===== config.mk =====
export PLATFORM = sky130hd
export DESIGN_NAME = fifo_rate_ctrl
export DESIGN_NICKNAME = d
export VERILOG_FILES = /design/src/rtl/fifo_ctrl_pkg.sv /design/src/rtl/fifo_rate_ctrl_phase_accum.sv /design/src/rtl/fifo_rate_ctrl.sv
export SDC_FILE = /design/constraint.sdc
export NUM_CORES = 1
export LEC_CHECK = 0
export CORE_MARGIN = 5
export CORE_UTILIZATION = 45
export CTS_BUF_LIST = sky130_fd_sc_hd__clkbuf_8 sky130_fd_sc_hd__clkbuf_16
export DETAILED_ROUTE_END_ITERATION = 16
export PLACE_DENSITY = 0.71
export REMOVE_ABC_BUFFERS = 1
export SLEW_MARGIN = 20
export SYNTH_ARGS = -nofsm -noshare
export SYNTH_HDL_FRONTEND = slang
export SYNTH_SLANG_ARGS = --single-unit

===== constraint.sdc =====
create_clock -name clock -period 5.09 [get_ports clock]
set_input_delay 0.7635 -clock clock [delete_from_list [all_inputs] [get_ports clock]]
set_output_delay 0.7635 -clock clock [all_outputs]
set_load 0.05 [all_outputs]

===== src/rtl/fifo_ctrl_pkg.sv =====
// Shared defaults and types for the FIFO rate controller.
// Holds the default sample/FIFO/phase widths, the prefill threshold default,
// the controller state enum and the sizing of the strobe-tracking queue.
package fifo_ctrl_pkg;

    localparam int unsigned DATA_W_DEF  = 12;
    localparam int unsigned DEPTH_DEF   = 2048;
    localparam int unsigned PREFILL_DEF = 1024;
    localparam int unsigned PHASE_W_DEF = 16;

    // Pending-dequeue counter width (saturates at 7).
    localparam int unsigned PEND_W = 3;

    // Strobes whose output is still outstanding, tracked in arrival order.
    localparam int unsigned SQ_DEPTH = 4;
    localparam int unsigned SQ_CNT_W = $clog2(SQ_DEPTH + 1);

    typedef enum logic {
        PREFILL = 1'b0,
        RUN     = 1'b1
    } ctrl_state_e;

endpackage


===== src/rtl/fifo_rate_ctrl_phase_accum.sv =====
// Fractional phase accumulator for the resampler.
// Ports:
//   clock, reset  - clock, synchronous active-high reset
//   clear         - forces the accumulator to zero (wins over strobe)
//   strobe        - advance the accumulator by step this cycle
//   step          - unsigned Q1.15 increment, 0x8000 = one sample
//   n             - whole samples crossed by this advance (0..2), 0 without strobe
//   frac          - registered fractional accumulator
module phase_accum
    import fifo_ctrl_pkg::*;
#(
    parameter int unsigned PHASE_W = PHASE_W_DEF
) (
    input  logic               clock,
    input  logic               reset,
    input  logic               clear,
    input  logic               strobe,
    input  logic [PHASE_W-1:0] step,
    output logic [1:0]         n,
    output logic [PHASE_W-2:0] frac
);

    localparam int unsigned FRAC_W = PHASE_W - 1;
    localparam int unsigned SUM_W  = PHASE_W + 1;

    logic [FRAC_W-1:0] acc_q, acc_d;
    logic [SUM_W-1:0]  sum;

    // Integer part of acc+step gives the number of input samples consumed.
    always_comb begin
        sum   = SUM_W'(acc_q) + SUM_W'(step);
        acc_d = acc_q;
        n     = 2'd0;
        if (strobe) begin
            acc_d = sum[FRAC_W-1:0];
            n     = sum[SUM_W-1:SUM_W-2];
        end
        if (clear) begin
            acc_d = '0;
        end
    end

    always_ff @(posedge clock) begin
        if (reset) begin
            acc_q <= '0;
        end else begin
            acc_q <= acc_d;
        end
    end

    assign frac = acc_q;

endmodule


===== src/rtl/fifo_rate_ctrl.sv =====
// Rate controller between an input sample stream and an output-rate strobe.
// Writes samples into an external FIFO, waits for a prefill level, then on
// each output strobe dequeues 0..2 samples according to a Q1.15 phase step
// and emits one output sample per strobe.
// Ports:
//   clock, reset                      - clock, synchronous active-high reset
//   in_valid, in_data                 - input sample stream
//   out_strobe, step                  - output-rate tick and resample ratio
//   clear_flags                       - clears overrun/underrun
//   fifo_enqueue, fifo_data_in        - FIFO write side (combinational)
//   fifo_dequeue                      - FIFO read request (combinational)
//   fifo_data_out, fifo_data_valid    - FIFO read data, one cycle after dequeue
//   fifo_full, fifo_empty             - FIFO status
//   out_valid, out_data               - one output pulse per strobe
//   level, state                      - occupancy and PREFILL(0)/RUN(1)
//   overrun, underrun                 - sticky error flags
module fifo_rate_ctrl
    import fifo_ctrl_pkg::*;
#(
    parameter int unsigned DATA_W  = DATA_W_DEF,
    parameter int unsigned DEPTH   = DEPTH_DEF,
    parameter int unsigned PREFILL = PREFILL_DEF,
    parameter int unsigned PHASE_W = PHASE_W_DEF
) (
    input  logic                       clock,
    input  logic                       reset,
    input  logic                       in_valid,
    input  logic [DATA_W-1:0]          in_data,
    input  logic                       out_strobe,
    input  logic [PHASE_W-1:0]         step,
    input  logic                       clear_flags,
    output logic                       fifo_enqueue,
    output logic                       fifo_dequeue,
    output logic [DATA_W-1:0]          fifo_data_in,
    input  logic [DATA_W-1:0]          fifo_data_out,
    input  logic                       fifo_data_valid,
    input  logic                       fifo_full,
    input  logic                       fifo_empty,
    output logic                       out_valid,
    output logic [DATA_W-1:0]          out_data,
    output logic [$clog2(DEPTH+1)-1:0] level,
    output logic                       state,
    output logic                       overrun,
    output logic                       underrun
);

    localparam int unsigned LVL_W = $clog2(DEPTH + 1);

    ctrl_state_e                       state_q, state_d;
    logic [LVL_W-1:0]                  level_q, level_d;
    logic [PEND_W-1:0]                 pend_q, pend_d;
    logic [DATA_W-1:0]                 held_q, held_d;
    logic                              out_valid_q, out_valid_d;
    logic [DATA_W-1:0]                 out_data_q, out_data_d;
    logic                              overrun_q, overrun_d;
    logic                              underrun_q, underrun_d;
    logic [SQ_DEPTH-1:0][1:0]          rem_q, rem_d;
    logic [SQ_CNT_W-1:0]               cnt_q, cnt_d;

    logic                              run;
    logic                              enq_c;
    logic                              deq_c;
    logic                              urun_evt;
    logic                              acc_strobe;
    logic [1:0]                        acc_n;
    logic [PHASE_W-2:0]                acc_frac;
    logic [1:0]                        n_eff;
    logic [PEND_W:0]                   pend_sum;
    logic                              arr;
    logic                              hit_head;
    logic                              tgt_found;
    logic                              done;
    logic [SQ_DEPTH-1:0][1:0]          rem_t;
    logic [SQ_CNT_W-1:0]               cnt_after;

    assign run        = (state_q == fifo_ctrl_pkg::RUN);
    assign acc_strobe = out_strobe && run;

    phase_accum #(
        .PHASE_W (PHASE_W)
    ) u_phase_accum (
        .clock  (clock),
        .reset  (reset),
        .clear  (urun_evt),
        .strobe (acc_strobe),
        .step   (step),
        .n      (acc_n),
        .frac   (acc_frac)
    );

    // Datapath, occupancy, pending dequeues, flags and state transition.
    always_comb begin
        enq_c    = in_valid && !fifo_full && (level_q < LVL_W'(DEPTH)) && !reset;
        deq_c    = run && (pend_q != '0) && (level_q != '0) && !fifo_empty && !reset;
        urun_evt = run && (pend_q != '0) && (level_q == '0);
        n_eff    = (run && !urun_evt) ? acc_n : 2'd0;

        level_d = level_q;
        if (enq_c && !deq_c) begin
            level_d = level_q + LVL_W'(1);
        end else if (!enq_c && deq_c) begin
            level_d = level_q - LVL_W'(1);
        end

        pend_sum = (PEND_W+1)'(pend_q) + (PEND_W+1)'(n_eff) - (PEND_W+1)'(deq_c);
        pend_d   = (pend_sum > (PEND_W+1)'(7)) ? PEND_W'(7) : pend_sum[PEND_W-1:0];
        if (urun_evt) begin
            pend_d = '0;
        end

        state_d = state_q;
        case (state_q)
            fifo_ctrl_pkg::PREFILL: if (level_d >= LVL_W'(PREFILL)) state_d = fifo_ctrl_pkg::RUN;
            fifo_ctrl_pkg::RUN:     if (urun_evt) state_d = fifo_ctrl_pkg::PREFILL;
            default:                state_d = fifo_ctrl_pkg::PREFILL;
        endcase

        // A same-cycle set event wins over clear_flags.
        overrun_d  = (in_valid && !enq_c) ? 1'b1 : (clear_flags ? 1'b0 : overrun_q);
        underrun_d = urun_evt ? 1'b1 : (clear_flags ? 1'b0 : underrun_q);

        held_d = fifo_data_valid ? fifo_data_out : held_q;
    end

    // Strobe tracking: each queued strobe counts down the FIFO reads it still
    // awaits; the head emits its output once its count reaches zero.
    always_comb begin
        out_valid_d = 1'b0;
        out_data_d  = out_data_q;
        rem_t       = rem_q;
        cnt_after   = cnt_q;
        hit_head    = 1'b0;
        tgt_found   = 1'b0;
        done        = 1'b0;
        arr         = fifo_data_valid && run && !urun_evt;

        // Read data returns in dequeue order: credit the oldest strobe still waiting.
        for (int i = 0; i < int'(SQ_DEPTH); i++) begin
            if (arr && !tgt_found && (SQ_CNT_W'(i) < cnt_q) && (rem_q[i] != 2'd0)) begin
                rem_t[i]  = rem_q[i] - 2'd1;
                tgt_found = 1'b1;
                hit_head  = (i == 0);
            end
        end

        if (urun_evt) begin
            // Strobes starved of data are released as zero samples, one per cycle.
            for (int i = 0; i < int'(SQ_DEPTH); i++) begin
                rem_t[i] = 2'd0;
            end
        end else if ((cnt_q != '0) && (rem_t[0] == 2'd0)) begin
            done        = 1'b1;
            out_valid_d = 1'b1;
            out_data_d  = hit_head ? fifo_data_out : held_q;
            if (!run) begin
                out_data_d = '0;
            end
            for (int i = 0; i < int'(SQ_DEPTH) - 1; i++) begin
                rem_t[i] = rem_t[i+1];
            end
            rem_t[SQ_DEPTH-1] = 2'd0;
            cnt_after         = cnt_q - SQ_CNT_W'(1);
        end

        // A strobe needing no reads and with nothing ahead of it answers next cycle.
        if (out_strobe) begin
            if (!done && (cnt_after == '0) && (n_eff == 2'd0)) begin
                out_valid_d = 1'b1;
                out_data_d  = (run && !urun_evt) ? held_q : '0;
            end else if (cnt_after < SQ_CNT_W'(SQ_DEPTH)) begin
                for (int i = 0; i < int'(SQ_DEPTH); i++) begin
                    if (SQ_CNT_W'(i) == cnt_after) begin
                        rem_t[i] = n_eff;
                    end
                end
                cnt_after = cnt_after + SQ_CNT_W'(1);
            end
        end

        rem_d = rem_t;
        cnt_d = cnt_after;
    end

    always_ff @(posedge clock) begin
        if (reset) begin
            state_q     <= fifo_ctrl_pkg::PREFILL;
            level_q     <= '0;
            pend_q      <= '0;
            held_q      <= '0;
            out_valid_q <= 1'b0;
            out_data_q  <= '0;
            overrun_q   <= 1'b0;
            underrun_q  <= 1'b0;
            rem_q       <= '0;
            cnt_q       <= '0;
        end else begin
            state_q     <= state_d;
            level_q     <= level_d;
            pend_q      <= pend_d;
            held_q      <= held_d;
            out_valid_q <= out_valid_d;
            out_data_q  <= out_data_d;
            overrun_q   <= overrun_d;
            underrun_q  <= underrun_d;
            rem_q       <= rem_d;
            cnt_q       <= cnt_d;
        end
    end

    // The accumulator only advances in RUN and is cleared on entry to PREFILL.
    assert property (@(posedge clock) disable iff (reset)
        (state_q == fifo_ctrl_pkg::PREFILL) |-> (acc_frac == '0));

    assign fifo_enqueue = enq_c;
    assign fifo_dequeue = deq_c;
    assign fifo_data_in = in_data;
    assign out_valid    = out_valid_q;
    assign out_data     = out_data_q;
    assign level        = level_q;
    assign state        = state_q;
    assign overrun      = overrun_q;
    assign underrun     = underrun_q;

endmodule


==> metrics.log <==
[metrics] number of nets with antenna violations after routing: 0
[metrics] Reg2Reg Setup Slack: roughly 1.2 ns
[metrics] maximum ir drop on the vdd rail: roughly 0.15 mV
[metrics] number of buffers created by CTS: 9
[metrics] number of antenna violations at the first check in global routing: 0
[metrics] total gr overflow: 0
[metrics] root buf cell: sky130_fd_sc_hd__clkbuf_8
[metrics] capturing element type of the critical path: register
[metrics] Critical Path AT: approximately 4.6 ns
[metrics] required time at the endpoint of the critical path: 5.35 ns
[metrics] static leakage power: ~2.3 nW
[metrics] Clock Sinks: roughly 70
[metrics] Cells on Worst Hold Path: 2
[metrics] startpoint-to-endpoint class of the critical path: primary input to register
[metrics] Gate Count Post-Synth: approximately 580
[metrics] count of flip-flops with a built-in enable after synthesis: 0
[metrics] leading area contributor after synthesis: sky130_fd_sc_hd__dfxtp_1
[metrics] hold path endpoint: u_phase_accum.frac[6]$_SDFFE_PP0P_
[metrics] clock transition time at the flip-flop clock pins of the worst setup and hold paths: around 0.080 ns
[metrics] Min Clock Period, post-route: between 4 and 5 ns
[metrics] Resize count post-CTS: 0
[metrics] Die Span X: about 110 µm
[metrics] wire length of the first global-routing pass: 20000 µm
[metrics] share of synthesized area occupied by flip-flops and latches: slightly below 30%
[metrics] Core Region: roughly 10000 µm²
[metrics] most common flop cell mapped by yosys: sky130_fd_sc_hd__dfxtp_1
[metrics] result of the run: finished, final reports clean
[metrics] Critical Path, Cell by Cell: clkdlybuf4s50_1, ha_1, inv_1, fa_1, nor2b_1, o31ai_1, a31o_2, o21ai_0, and3_1, o21ai_0, ha_1, inv_1, ha_1, a21o_1, a21oi_1, xnor2_1, nor2_1, nor2_1
[metrics] most instantiated library cell after synthesis: sky130_fd_sc_hd__nor2_1
[metrics] initial cell density of the core: approximately 46%
[metrics] nets: about 710
[metrics] count of different cell masters after synthesis: between 60 and 70
[metrics] launch point of the worst reg-to-reg path: level[0]$_SDFF_PP0_
[metrics] final WL: 11900 µm
[metrics] CP delay by family, top: compound AO/OA/AOI/OAI gates
[metrics] Vias per Instance: about 5.6
[metrics] global-route total usage across every layer: 18.7%
[metrics] floorplan row count: 37
[metrics] most frequent cells after synthesis: sky130_fd_sc_hd__nor2_1, sky130_fd_sc_hd__dfxtp_1, sky130_fd_sc_hd__nand2_1, sky130_fd_sc_hd__a21oi_1, sky130_fd_sc_hd__ha_1
[metrics] clock insertion delay at the later pin of the skew report: roughly 0.36 ns
[metrics] fraction of synthesized cell area taken by the top area cell type: between 20% and 30%
[metrics] IO Pins: 90
[metrics] Ant. Diodes: 0
[metrics] slowest cell on the critical path: sky130_fd_sc_hd__clkdlybuf4s50_1
[metrics] origin of the worst min-delay path: u_phase_accum.frac[6]$_SDFFE_PP0P_
[metrics] Setup Total Neg Slack: 0 ns
[metrics] Synth area leaders: sky130_fd_sc_hd__dfxtp_1, sky130_fd_sc_hd__ha_1, sky130_fd_sc_hd__mux2i_1
[metrics] average wire length per cell after detail routing: between 15 and 20 µm
[metrics] Final Max Tran Viols: 0
[metrics] reg-to-reg endpoint: out_data[7]$_SDFF_PP0_
[metrics] synth warn: 0
[metrics] post-DP HPWL: 8690 µm
[metrics] number of setup violations in the final report: 0
[metrics] Least-Margin Pin Slew: 0.855 ns
[metrics] Post-Synthesis Cell Area: 4770 µm²
[metrics] total via count after detailed routing: 4250
[metrics] initial detailed-routing violation count: around 150
[metrics] largest net degree at the start of global routing: 30
[metrics] part of the cycle the worst path needs: 85.3%
[metrics] RSZ-0062 raised after global routing: no
[metrics] drc violations: 0
[metrics] count of maximum capacitance violations: 0
[metrics] highest fanout seen on the critical path: 4
[metrics] FMAX: roughly 230 MHz
[metrics] final cell utilization of the core: between 50% and 60%
[metrics] tightest slew margin relative to the limit: between 40% and 50%
[metrics] length of the first detailed-routing pass in iterations: 5
[metrics] Pwr per Cell Area: ~330 nW/µm²
[metrics] Clock Tree Buf Depth: 2
[metrics] worst hold margin: between 0.4 and 0.5 ns
[metrics] count of buffers inserted at the top-level ports: 65
[metrics] HP Class: register to register
[metrics] via count of the first global-routing pass: roughly 4100
[metrics] startpoint class of the critical path: primary input
[metrics] average cell area after synthesis: 8.29 µm²
[metrics] Post-CTS Setup Bufs: 0
[metrics] cell count of the worst reg-to-reg path: 14
[metrics] Async SR Flop Fraction: 0%
[metrics] share of layout cells above drive strength 1: roughly 7.7%
[metrics] final weighted congestion in routability-driven placement: 0.909
[metrics] synthesized flop and latch total: slightly below 70
[metrics] count of buffer and inverter cells on the critical path: 3
[metrics] cts-stage hold buffer count: 0
[metrics] growth of design area from synthesis to finish: 18.2%
[metrics] H-tree Lvls: 3
[metrics] largest clock skew in the final design: approximately 0.016 ns
[metrics] Die Outline Area: roughly 13000 µm²
[metrics] most frequent CP cell: sky130_fd_sc_hd__ha_1
[metrics] clock tree from TritonCTS: yes
[metrics] delay contributed by the slowest stage of the critical path: approximately 0.46 ns
[metrics] number of hold violations in the final report: 0
[metrics] Vert. Die Dim: roughly 110 µm
[metrics] # fillers: ~940
==> metrics by stage <==
stage	instance area [µm²]	total power, mW	setup slack, ns	instances
floorplan	4540	1.16	0.425	535
global placement	5430	1.35	0.625	745
detailed placement	5430	1.38	0.409	745
CTS	5630	1.86	0.772	761
global route	5630	1.97	0.391	761
finish	5630	1.85	0.749	761
==> worst max path at each step <==
stage	to	cells past startpoint	from	slack [ns]
floorplan	out_data[10]$_SDFF_PP0_	12	state$_SDFF_PP0_	0.42
global placement	pend_q[2]$_SDFF_PP0_	18	step[0]	0.63
detailed placement	pend_q[1]$_SDFF_PP0_	18	step[0]	0.41
CTS	pend_q[1]$_SDFF_PP0_	18	step[0]	0.77
global route	pend_q[1]$_SDFF_PP0_	18	step[0]	0.39
finish	pend_q[1]$_SDFF_PP0_	18	step[0]	0.75
==> cells in the final DEF (no fill, tap or decap), types with 3 or more instances in the layout <==
| cell | count |
|---|---|
| sky130_fd_sc_hd__nor2_1 | 71 |
| sky130_fd_sc_hd__dfxtp_1 | 69 |
| sky130_fd_sc_hd__clkdlybuf4s50_1 | 65 |
| sky130_fd_sc_hd__nand2_1 | 51 |
| sky130_fd_sc_hd__a21oi_1 | 44 |
| sky130_fd_sc_hd__ha_1 | 36 |
| sky130_fd_sc_hd__inv_1 | 32 |
| sky130_fd_sc_hd__mux2i_1 | 27 |
| sky130_fd_sc_hd__o21ai_0 | 19 |
| sky130_fd_sc_hd__xnor2_1 | 18 |
| sky130_fd_sc_hd__a22oi_1 | 15 |
| sky130_fd_sc_hd__nor3_1 | 14 |
| sky130_fd_sc_hd__o2bb2ai_1 | 12 |
| sky130_fd_sc_hd__clkbuf_8 | 9 |
| sky130_fd_sc_hd__buf_4 | 9 |
| sky130_fd_sc_hd__a21o_1 | 8 |
| sky130_fd_sc_hd__and2_1 | 8 |
| sky130_fd_sc_hd__xor2_1 | 8 |
| sky130_fd_sc_hd__or3_1 | 7 |
| sky130_fd_sc_hd__nand2b_1 | 6 |
| sky130_fd_sc_hd__mux2_2 | 6 |
| sky130_fd_sc_hd__o21a_1 | 5 |
| sky130_fd_sc_hd__nor2b_1 | 5 |
| sky130_fd_sc_hd__a31oi_1 | 5 |
| sky130_fd_sc_hd__nand3_1 | 4 |
| sky130_fd_sc_hd__a211oi_1 | 4 |
| sky130_fd_sc_hd__o22ai_1 | 4 |
| sky130_fd_sc_hd__and3_1 | 4 |
| sky130_fd_sc_hd__a221oi_1 | 4 |
| sky130_fd_sc_hd__nor4_4 | 3 |
| sky130_fd_sc_hd__o211ai_1 | 3 |
| sky130_fd_sc_hd__nand4_1 | 3 |
| sky130_fd_sc_hd__o31ai_1 | 3 |
| sky130_fd_sc_hd__inv_6 | 3 |
==> flip-flops by register name (all words and copies together) (netlist names), named ones only <==
register	flops
underrun	1
pend_q	3
u_phase_accum.frac	15
held_q	12
out_data	12
level	6
rem_q	8
out_valid	1
state	1
cnt_q	3
overrun	1
==> worst min-delay path, cell delays in order (launching register included) <==
cell and delay [ns]:
sky130_fd_sc_hd__dfxtp_1 0.32, sky130_fd_sc_hd__nand2_1 0.05, sky130_fd_sc_hd__a21oi_1 0.05
==> where the power goes <==
| group | internal [mW] | switching (mW) | total, mW |
|---|---|---|---|
| registers | 0.582 | 0.0376 | 0.619 |
| logic | 0.301 | 0.452 | 0.753 |
| clock network | 0.234 | 0.243 | 0.477 |
==> cell families after synthesis <==
| group | Yosys count | synth area share [%] |
|---|---|---|
| and+or+nand+nor | 196 | 21.0 |
| muxes | 33 | 7.09 |
| xor gates and xnor gates | 26 | 4.78 |
| AOI/OAI and AO/OA | 141 | 20.6 |
| adders and majority gates | 38 | 10.3 |
| buffers and inverters | 72 | 7.32 |
| DFF | 69 | 29.0 |
==> final cells by class <==
cell class | instances | area, µm² | share of cell area [%]
clock buffer | 9 | 124 | 2.20
clock inverter | 7 | 80.1 | 1.42
inverter | 32 | 120 | 2.13
multi-input combinational | 434 | 3040 | 54.0
sequential | 69 | 1380 | 24.5
tap | 136 | 170 | 3.02
timing repair buffer | 74 | 718 | 12.7
==> routing by layer <==
metal | vias to the layer above | share of wire (%) | routed length (µm) | global-route usage, %
li1 | 2111 | - | - | -
met1 | 1984 | 48 | 5680 | 24.9
met2 | 140 | 45 | 5390 | 29.1
met3 | 15 | 6.0 | 719 | 5.29
met4 | 0 | 1.3 | 157 | 6.49
met5 | - | 0 | 0 | 0
No activity file was read; power rests on OpenSTA's default activity.
